**src/rtl/wwfa_scheduler.sv**
```systemverilog
// Wrapped wave-front arbiter for a 4x4 crossbar: IDLE/ARB/XFER FSM that arbitrates
// requests diagonal by diagonal, locks connections until end-of-packet, rotates priority.
module wwfa_scheduler #(
    parameter logic [3:0] PRIO_INIT = 4'b0001
) (
    input  logic        clk,
    input  logic        reset,
    input  logic [15:0] req,
    input  logic [3:0]  eop,
    output logic [15:0] grant,
    output logic [7:0]  cfg_sel,
    output logic [3:0]  cfg_vld,
    output logic [3:0]  prio_diag,
    output logic        busy
);

    typedef enum logic [1:0] {IDLE, ARB, XFER} state_t;

    state_t      state_q;
    logic [15:0] grant_q, grant_d;
    logic [7:0]  sel_q, sel_d;
    logic [3:0]  vld_q, vld_d;
    logic [3:0]  prio_q;

    logic [1:0]  p_idx;
    logic [3:0]  row_busy, col_busy;
    logic [3:0]  in_used, out_used;
    logic [15:0] new_grant, released;
    logic [3:0]  eff_eop;
    logic [1:0]  d_idx, ii, jj;

    // Occupancy of inputs (rows) and outputs (columns) by locked connections.
    always_comb begin
        row_busy = '0;
        col_busy = '0;
        for (int i = 0; i < 4; i++) begin
            for (int j = 0; j < 4; j++) begin
                row_busy[i] = row_busy[i] | grant_q[4*i+j];
                col_busy[j] = col_busy[j] | grant_q[4*i+j];
            end
        end
    end

    // Wave-front: diagonals p, p+1, p+2, p+3; cells within one diagonal never
    // share a row or column, so only earlier diagonals and locks can block them.
    // NOTE: blocking assignments here are deliberate -- in_used/out_used must see
    // grants made on earlier diagonals within the same evaluation.
    always_comb begin
        p_idx = 2'd0;
        for (int i = 0; i < 4; i++) begin
            if (prio_q[i]) p_idx = 2'(i);
        end
        new_grant = '0;
        in_used   = row_busy;
        out_used  = col_busy;
        d_idx     = 2'd0;
        ii        = 2'd0;
        jj        = 2'd0;
        for (int k = 0; k < 4; k++) begin
            d_idx = p_idx + 2'(k);
            for (int i = 0; i < 4; i++) begin
                ii = 2'(i);
                jj = ii + d_idx;
                if (req[{ii, jj}] && !in_used[ii] && !out_used[jj]) begin
                    new_grant[{ii, jj}] = 1'b1;
                    in_used[ii]         = 1'b1;
                    out_used[jj]        = 1'b1;
                end
            end
        end
    end

    // End-of-packet only counts on inputs that actually hold a connection.
    always_comb begin
        eff_eop  = eop & row_busy;
        released = grant_q;
        for (int i = 0; i < 4; i++) begin
            if (eff_eop[i]) released[4*i +: 4] = 4'b0000;
        end
    end

    always_comb begin
        grant_d = grant_q;
        case (state_q)
            ARB:     grant_d = grant_q | new_grant;
            XFER:    if (|eff_eop) grant_d = released;
            default: grant_d = grant_q;
        endcase
    end

    // Crossbar selects follow the next grant matrix; unused outputs select input 0.
    always_comb begin
        sel_d = '0;
        vld_d = '0;
        for (int j = 0; j < 4; j++) begin
            for (int i = 0; i < 4; i++) begin
                if (grant_d[4*i+j]) begin
                    vld_d[j]       = 1'b1;
                    sel_d[2*j +: 2] = 2'(i);
                end
            end
        end
    end

    always_ff @(posedge clk or posedge reset) begin
        if (reset) begin
            state_q <= IDLE;
            grant_q <= '0;
            sel_q   <= '0;
            vld_q   <= '0;
            prio_q  <= PRIO_INIT;
        end else begin
            grant_q <= grant_d;
            sel_q   <= sel_d;
            vld_q   <= vld_d;
            case (state_q)
                IDLE: if (|req) state_q <= ARB;
                ARB: begin
                    if (|new_grant) prio_q <= {prio_q[0], prio_q[3:1]};
                    state_q <= (|grant_d) ? XFER : IDLE;
                end
                XFER: if (|eff_eop) state_q <= ARB;
                default: state_q <= IDLE;
            endcase
        end
    end

    assign grant     = grant_q;
    assign cfg_sel   = sel_q;
    assign cfg_vld   = vld_q;
    assign prio_diag = prio_q;
    assign busy      = (state_q != IDLE);

endmodule
```
**config.mk**
```make
export PLATFORM = sky130hd
export DESIGN_NAME = wwfa_scheduler
export DESIGN_NICKNAME = d
export VERILOG_FILES = /design/src/rtl/wwfa_scheduler.sv
export SDC_FILE = /design/constraint.sdc
export NUM_CORES = 1
export LEC_CHECK = 0
export CORE_MARGIN = 4
export CORE_UTILIZATION = 30
export DETAILED_ROUTE_END_ITERATION = 10
export PLACE_DENSITY_LB_ADDON = 0.25
export SYNTH_ARGS = -nofsm -noshare
export SYNTH_HDL_FRONTEND = slang
export SYNTH_SLANG_ARGS = --single-unit
```
**constraint.sdc**
```tcl
create_clock -name clk -period 10.8 [get_ports clk]
set_input_delay 2.16 -clock clk [delete_from_list [all_inputs] [get_ports clk]]
set_output_delay 2.16 -clock clk [all_outputs]
set_load 0.05 [all_outputs]
```
==> impl_metrics.env <==
export IMPL_die_area_sq_um=19500
export IMPL_start_util_pct=31.0
export IMPL_synth_common_cells="nand2_1, nor2_1, dfrtp_1"
export IMPL_layout_drive_gt1_share_pct=44.9
export IMPL_clkTransAtPathRegs_ns=0.05
export IMPL_syn_num_nets=708
export IMPL_finalPower_mw=3.53
export IMPL_dpl_hpwl_mm=21.1
export IMPL_r2r_cells=39
export IMPL_ant_nets=0
export IMPL_hold_path_end="grant[3]"
export IMPL_worst_pin_slew_ns=0.864
export IMPL_hold_path_class="flop to flop"
export IMPL_violations="setup timing"
export IMPL_core_sq_um=16800
export IMPL_endpoint_kind="flop"
export IMPL_placed_area_sq_um=7410
export IMPL_synth_top_area_cell="dfrtp_1"
export IMPL_port_buffers=54
export IMPL_grt_pass1_wl_mm=43.5
export IMPL_drt_iter0_drc=850
export IMPL_syn_inst=678
export IMPL_wl_per_cell_microns=24.7
export IMPL_utilization_pct=53.7
export IMPL_finalCritPeriodShare_pct=100
export IMPL_synth_seq_cells=34
export IMPL_finalMaxSlewViolations=0
export IMPL_start_kind="input port"
export IMPL_cts_buffers=5
export IMPL_path_max_fanout=5
export IMPL_row_count=47
export IMPL_overflow=0
export IMPL_cts_root_buf="clkbuf_16"
export IMPL_crit_path_top_delay_cell="or4_4"
export IMPL_io_pins=55
export IMPL_tritoncts="done"
export IMPL_min_from="grant[3]"
export IMPL_finClkSkew_ns=0.00414
export IMPL_clkLatencyLatePin_ns=0.28
export IMPL_crit_reg2reg_launch="prio_diag[2]"
export IMPL_yosysMostFrequentCell="nand2_1"
export IMPL_fin_tns_setup_ns=-0.128
export IMPL_synth_edf_count=0
export IMPL_setup_viol=4
export IMPL_max_freq_mhz=92.3
export IMPL_slowest_delay_ns=0.60
export IMPL_syn2layout_area_growth_pct=73.3
export IMPL_drv_cap=0
export IMPL_outcome="finished, violations left"
export IMPL_synth_area_leaders="dfrtp_1, nand2_1, o21ai_0"
export IMPL_via_count=7531
export IMPL_powerDensity_nw_per_um2=392
export IMPL_wl_mm=29.3
export IMPL_fin_ws_ns=-0.0396
export IMPL_critPathArrivalTime_ns=10.98
export IMPL_rsz0062_at_grt="true"
export IMPL_vdd_drop_max_uv=194
export IMPL_fp_dieH_microns=140
export IMPL_first_pass_iters=5
export IMPL_async_flop_share_pct=100
export IMPL_relSlewSlack_pct=41.9
export IMPL_hold_path_depth=1
export IMPL_rrSetupSlack_ns=0.26
export IMPL_p_leak_nw=3.84
export IMPL_cts_path_max_buffers=2
export IMPL_ctsHoldBuffers=0
export IMPL_place_ws_ns=-0.915
export IMPL_ys_flop_type="dfrtp_1"
export IMPL_diodes=0
export IMPL_netlist_area_sq_um=5200
export IMPL_postSynthAreaPerCell_sq_um=7.67
export IMPL_grt_pass1_vias=7476
export IMPL_r2r_end="state_q[1]"
export IMPL_grt_usage_pct=28.1
export IMPL_avgViaCountPerCell=6.36
export IMPL_antenna_found_initial=0
export IMPL_fin_crit_ns=10.84
export IMPL_die_w_microns=140
export IMPL_hold_violations=0
export IMPL_critPathRequiredTime_ns=10.94
export IMPL_nets=994
export IMPL_path_buf_inv=7
export IMPL_synthDistinctLibCells=102
export IMPL_ys_seq_area_share_pct=16.4
export IMPL_cts_sinks=34
export IMPL_routabilityCongestion=1.01
export IMPL_crit_top_cell="buf_6"
export IMPL_grt_max_degree=35
export IMPL_worstSetupPathType="input port to flop"
export IMPL_synth_warnings=0
export IMPL_post_route_cell_area_sq_um=9010
export IMPL_synth_top_area_share_pct=15.9
export IMPL_path_delay_family="compound AO/OA/AOI/OAI gates"
export IMPL_ctsHtreeMaxLevel=2
export IMPL_drc=0
state kept, by name (all words and copies together), names as in the netlist:
register and cells:
cfg_sel 8, cfg_vld 4, grant 16, prio_diag 4
state_q 2
layout by cell type (no fill, tap or decap), types with 6 or more instances in the layout:
cell type and n:
buf_4 255, nand2_1 58, clkdlybuf4s50_1 46, nor2_1 39
dfrtp_1 33, inv_1 30, o21ai_0 27, nand3_1 24
buf_6 23, nor3_1 22, a21oi_1 22, nor4_1 16
and2_1 14, and3_1 13, or4_1 11, a21o_1 11
mux2i_1 10, a211o_1 10, nand4_1 10, a31oi_1 9
nand2b_1 8, or2_2 8, o211ai_1 8, ha_1 8
a2111oi_4 6, o21a_1 6, o21ai_1 6, mux4_2 6
a22o_1 6
timing repair:
| item | CTS | global route |
|---|---|---|
| gates resized for setup | 104 | 81 |
| endpoints found under the setup margin | 23 | 23 |
| setup buffers | 31 | 31 |
| cloned | 0 | 0 |
| pin swaps | 39 | 66 |
metal layers:
layer	GRT usage (%)	part of all wire, %
met5	0	0
met4	10.9	4.9
met3	5.35	9.6
met2	47.6	47
met1	35.3	39
final cells by class:
type                       count  area, sq um
inverter                      32          120
timing repair buffer         327         2670
clock buffer                   5          125
tap                          220          275
multi-input combinational    564         4890
fill                        1554         7750
clock inverter                 3         68.8
sequential                    34          852
through the flow:
step / hold WS (ns) / cells
2_1_floorplan: 0.585 / 678
3_3_place_gp: 0.615 / 1117
3_5_place_dp: 0.612 / 1117
4_1_cts: 0.645 / 1156
5_1_grt: 0.660 / 1185
6_report: 0.637 / 1185
report_power, final:
part | switching, mW | internal [mW]
logic | 1.69 | 1.43
registers | 0.0477 | 0.172
clock network | 0.0514 | 0.132
how the worst max path moves through the flow:
stage | slack, ns | cells after the start | endpoint | start
after global placement | -0.74 | 36 | prio_diag[1] | req[1]
final | -0.04 | 38 | state_q[1] | req[3]
after CTS | -0.008 | 39 | prio_diag[1] | req[2]
after detailed placement | -0.92 | 34 | prio_diag[1] | req[1]
after floorplan | 0.28 | 42 | prio_diag[1] | prio_diag[3]
after global routing | -0.33 | 38 | state_q[1] | req[3]
cells by family after synthesis:
family,share of synthesized area (%)
mux,5.59
simple gates,28.6
compound gates,41.2
flops,16.4
fa+ha+maj,1.93
buf+inv,6.28
Note: power is estimated with default switching activity, not from simulation.
